`config.mk`:
```
export PLATFORM = sky130hd
export DESIGN_NAME = exp_controller
export DESIGN_NICKNAME = d
export VERILOG_FILES = /design/src/rtl/exp_controller.sv
export SDC_FILE = /design/constraint.sdc
export NUM_CORES = 1
export LEC_CHECK = 0
export CORE_MARGIN = 5
export CORE_UTILIZATION = 46
export CTS_CLUSTER_DIAMETER = 40
export DETAILED_ROUTE_END_ITERATION = 10
export HOLD_SLACK_MARGIN = 0.05
export PLACE_DENSITY = 0.85
export SLEW_MARGIN = 5
export SYNTH_ARGS = -nofsm -noshare
export SYNTH_HDL_FRONTEND = slang
export SYNTH_SLANG_ARGS = --single-unit
```
`constraint.sdc`:
```
create_clock -name clk -period 4.74 [get_ports clk]
set_clock_uncertainty 0.1 [all_clocks]
set_input_delay 0.711 -clock clk [delete_from_list [all_inputs] [get_ports clk]]
set_output_delay 0.711 -clock clk [all_outputs]
set_load 0.01 [all_outputs]
```
`src/rtl/exp_controller.sv`:
```
// exp_controller: walks N_ITEMS operands through the exponent datapath,
// one at a time, and writes each result back to the result memory.
//
// state  | meaning
// -------+---------------------------------------------------------------
// IDLE   | waiting for go; err from the previous run stays visible
// READ   | operand address presented, synchronous memory access in flight
// CAPT   | operand word on rdData, captured into fracOut/uiOut
// LOAD   | datapath loads fraction and shift amount
// START  | one-cycle datapath start pulse, wait timer armed
// WAIT   | datapath shifting; leave on done or on timer expiry
// WRITE  | result strobed into result memory, advance or finish
// FINISH | one-cycle end-of-run pulse
module exp_controller #(
  parameter int N_ITEMS = 16,
  parameter int ADDR_W  = 4,
  parameter int TIMEOUT = 255
) (
  input  logic              clk,
  input  logic              rst,
  input  logic              go,
  output logic [ADDR_W-1:0] rdAddr,
  input  logic [6:0]        rdData,
  output logic [4:0]        fracOut,
  output logic [1:0]        uiOut,
  output logic              ld,
  output logic              uiRegLd,
  output logic              shEn,
  output logic              dpStart,
  input  logic              done,
  input  logic [20:0]       wrData,
  output logic [ADDR_W-1:0] wrAddr,
  output logic [20:0]       wrOut,
  output logic              wrEn,
  output logic              busy,
  output logic              finished,
  output logic              err
);

  typedef enum logic [2:0] {
    IDLE, READ, CAPT, LOAD, START, WAIT, WRITE, FINISH
  } state_t;

  localparam logic [ADDR_W-1:0] LAST_IDX  = ADDR_W'(N_ITEMS - 1);
  // The timer counts down so that expiry is a compare against zero;
  // loading TIMEOUT-1 gives exactly TIMEOUT cycles in WAIT.
  localparam logic [7:0]        WAIT_LOAD = 8'(TIMEOUT - 1);

  state_t            state;
  state_t            stateNext;
  logic [ADDR_W-1:0] idx;
  logic [7:0]        waitCnt;
  logic              waitTc;
  logic              lastItem;

  assign waitTc   = (waitCnt == 8'd0);
  assign lastItem = (idx == LAST_IDX);
  assign rdAddr   = idx;
  assign wrAddr   = idx;

  // State register.
  always_ff @(posedge clk) begin
    if (rst) state <= IDLE;
    else     state <= stateNext;
  end

  // Next-state decode; done takes priority over timer expiry in WAIT.
  always_comb begin
    stateNext = state;
    unique case (state)
      IDLE:    if (go) stateNext = READ;
      READ:    stateNext = CAPT;
      CAPT:    stateNext = LOAD;
      LOAD:    stateNext = START;
      START:   stateNext = WAIT;
      WAIT: begin
        if (done)        stateNext = WRITE;
        else if (waitTc) stateNext = FINISH;
      end
      WRITE:   stateNext = lastItem ? FINISH : READ;
      FINISH:  stateNext = IDLE;
      default: stateNext = IDLE;
    endcase
  end

  // Moore control strobes decoded from the current state only.
  always_comb begin
    ld       = 1'b0;
    uiRegLd  = 1'b0;
    dpStart  = 1'b0;
    shEn     = 1'b0;
    wrEn     = 1'b0;
    finished = 1'b0;
    busy     = (state != IDLE);
    unique case (state)
      LOAD:    begin ld = 1'b1; uiRegLd = 1'b1; end
      START:   dpStart  = 1'b1;
      WAIT:    shEn     = 1'b1;
      WRITE:   wrEn     = 1'b1;
      FINISH:  finished = 1'b1;
      default: ;
    endcase
  end

  // Index, wait timer, operand/result registers and the sticky error flag.
  always_ff @(posedge clk) begin
    if (rst) begin
      idx     <= '0;
      waitCnt <= '0;
      fracOut <= '0;
      uiOut   <= '0;
      wrOut   <= '0;
      err     <= 1'b0;
    end else begin
      unique case (state)
        IDLE: begin
          if (go) begin
            idx <= '0;
            err <= 1'b0;
          end
        end
        CAPT: begin
          fracOut <= rdData[4:0];
          uiOut   <= rdData[6:5];
        end
        START: waitCnt <= WAIT_LOAD;
        WAIT: begin
          if (done)        wrOut   <= wrData;
          else if (waitTc) err     <= 1'b1;
          else             waitCnt <= waitCnt - 8'd1;
        end
        WRITE: if (!lastItem) idx <= idx + 1'b1;
        default: ;
      endcase
    end
  end

endmodule
```
==> results by group <==
Run status
  • Status: complete, no violations

Critical path
  • CP startpoint kind: flop
  • CP required: 3.93 ns
  • Reg2reg setup slack: 2.73 ns
  • Element type at the critical path end: primary output
  • WP data arrival: 1.93 ns
  • WS Path Type: reg2out
  • CP Max Fanout: 17

Clock network
  • Post-CTS Hold Buffers: 0
  • H-tree levels: 2
  • Cts bufs inserted: 5
  • Clock latency on the worst-skew pair: 0.30 ns
  • Max Root-Sink Buffers: 2
  • Clock transition at path regs: 0.08 ns
  • Clock root cell: clkbuf_8
  • CTS tree: done
  • # resized after CTS: 0
  • CTS Sinks: 44
  • # Post-CTS Setup Buffers: 0

Placement
  • Placer Congestion: 0.783
  • Detailed Place HPWL: 3520 um
  • Placed insts: 337
  • # port buffers: 75

Pwr
  • VDD IR max: 0.207 mV
  • Leak: 0.976 nW
  • Cell Pwr Density: 294 mW/mm^2

Logic synthesis
  • Post-synthesis cell count: 227
  • Synth top area share: 0.460
  • Cell area after synthesis: 0.00192 mm^2
  • Synth area leader: dfxtp_1
  • Yosys cell types: 49
  • Yosys warnings: 0
  • Top post-synthesis cells by area: dfxtp_1 46%, nand2_1 8.6%, a21oi_1 7.6%, mux2i_1 3.7%, nor2_1 2.4%
  • Synth Area per Inst: 8.44 um^2
  • Flops & latches, synth: 44
  • Asr flop ratio synth: 0
  • Syn Nets: 262
  • EDFF count, synth: 0
  • Most used DFF post-synth: dfxtp_1
  • Sequential fraction of the synthesis area: 0.460

Global route
  • First-pass GRT wire length: 7630 um
  • Gr usage total: 0.178
  • Initial antenna violation count: 0
  • Largest net degree at the start of global routing: 22
  • Number of global-route vias before repair: 1671
  • Gr ovfl total: 0

Die
  • CORE AREA: 0.00403 mm^2
  • Initial core utilization: 0.475
  • Full die area: 0.00555 mm^2
  • Chip width: 74.5 um
  • Row cnt: 23
  • # IOs: 76
  • Die span in y: 74.5 um

Cells and area
  • Syn-to-layout area delta: 45.6%
  • Share of layout cells above drive strength 1: 0.0476
  • Fin nets: 329
  • Non-Filler Instances: 344
  • Final core occ: 0.692
  • Ant diodes: 0

STA
  • Final worst path period share: 0.579
  • Worst-Margin Slew: 0.860 ns
  • Tmin final: 2.74 ns
  • Final setup TNS: 0 ns
  • Max-slew violation count: 0
  • Number of failing hold endpoints at the final stage: 0
  • Final Setup Violations: 0
  • RSZ-0062 raised after global routing: no
  • Max transition margin: 0.424
  • Achievable Freq: 0.364 GHz
  • Hold Slack: 0.358 ns

Drt
  • Routed Antenna Nets: 0
  • Starting DRT DRC Count: 86
  • Vias per cell: 5.44
  • Vias: 1870
  • Routed length per placed instance: 14.2 um
  • Total wire length: 4890 um
  • DRC Markers: 0
  • First drt pass iteration count: 4

Flow run
  • Max-cap violations: 0

Hold path
  • Hold WC Path Type: reg2reg
==> power breakdown <==
group / total [mW] / internal (mW) / switching [mW]
Clock: 0.329 / 0.207 / 0.121
Combinational: 0.0987 / 0.0581 / 0.0406
Sequential: 0.394 / 0.379 / 0.0150
Total: 0.821 / 0.644 / 0.177
==> area by class of cell <==
class | instances | area (um^2)
clock buffer | 5 | 68.8
clock inverter | 2 | 60.1
fill | 331 | 1240
inverter | 9 | 33.8
multi-input combinational | 157 | 917
sequential | 44 | 881
tap | 50 | 62.6
timing repair buffer | 77 | 766
==> worst max-delay path, stage by stage, from the launching register on <==
cell and delay (ns):
dfxtp_1 0.61, nand3b_1 0.26, inv_2 0.21, clkdlybuf4s50_1 0.56
==> metrics by stage <==
step                      setup WS, ns  power, mW  cell area [um^2]
after floorplan                   2.86      0.449              1920
after global placement            2.15      0.499              2660
after detailed placement          2.06      0.501              2660
after CTS                         2.01      0.828              2790
after global routing              1.85      0.852              2790
final                             2.00      0.821              2790
==> final timing paths <==
path         cells past startpoint               endpoint                   from
max                              3                dpStart  state[2]$_SDFFE_PP0P_
min                              2  wrOut[7]$_SDFFE_PP0P_  wrOut[7]$_SDFFE_PP0P_
max reg2reg                      3  wrOut[5]$_SDFFE_PP0P_  state[2]$_SDFFE_PP0P_
min reg2reg                      2  wrOut[7]$_SDFFE_PP0P_  wrOut[7]$_SDFFE_PP0P_
==> sequential cells by signal, summed over array words and instances, names as in the netlist <==
signal	count
err	1
fracOut	5
rdAddr	4
state	3
uiOut	2
waitCnt	8
wrOut	21
==> cells in the final DEF (no fill, tap or decap), types with 3 or more instances in the layout <==
cell type	count
nand3_1	5
dfxtp_1	44
inv_1	8
nor3_1	4
clkbuf_8	5
ha_1	3
a21oi_1	29
or3_1	3
o21ai_0	3
mux2i_1	7
clkdlybuf4s50_1	75
nor2_1	12
nand2_1	44
nor3b_1	4
==> synthesized netlist by cell type, types with 3 or more instances <==
master / instances
dfxtp_1: 44
nand2_1: 44
a21oi_1: 29
nor2_1: 12
clkbuf_1: 11
inv_1: 8
mux2i_1: 7
buf_4: 5
nand3_1: 5
nor3_1: 4
nor3b_1: 4
ha_1: 3
o21ai_0: 3
or3_1: 3
==> metal layers <==
metal / up-vias / wire, um / GRT usage
met1: 864 / 2150 / 0.222
met5: - / 0 / 0
met3: 8 / 401 / 0.0730
li1: 930 / - / -
met4: 0 / 82 / 0.0652
met2: 68 / 2250 / 0.276
==> cells by family after synthesis <==
| kind of cell | Yosys count | synth area share |
|---|---|---|
| AOI/OAI and AO/OA | 55 | 0.182 |
| muxes | 7 | 0.0366 |
| buffers and inverters | 26 | 0.0614 |
| and+or+nand+nor | 92 | 0.241 |
| DFF | 44 | 0.460 |
| adders and majority gates | 3 | 0.0196 |
(Power assumes the default switching activity.)
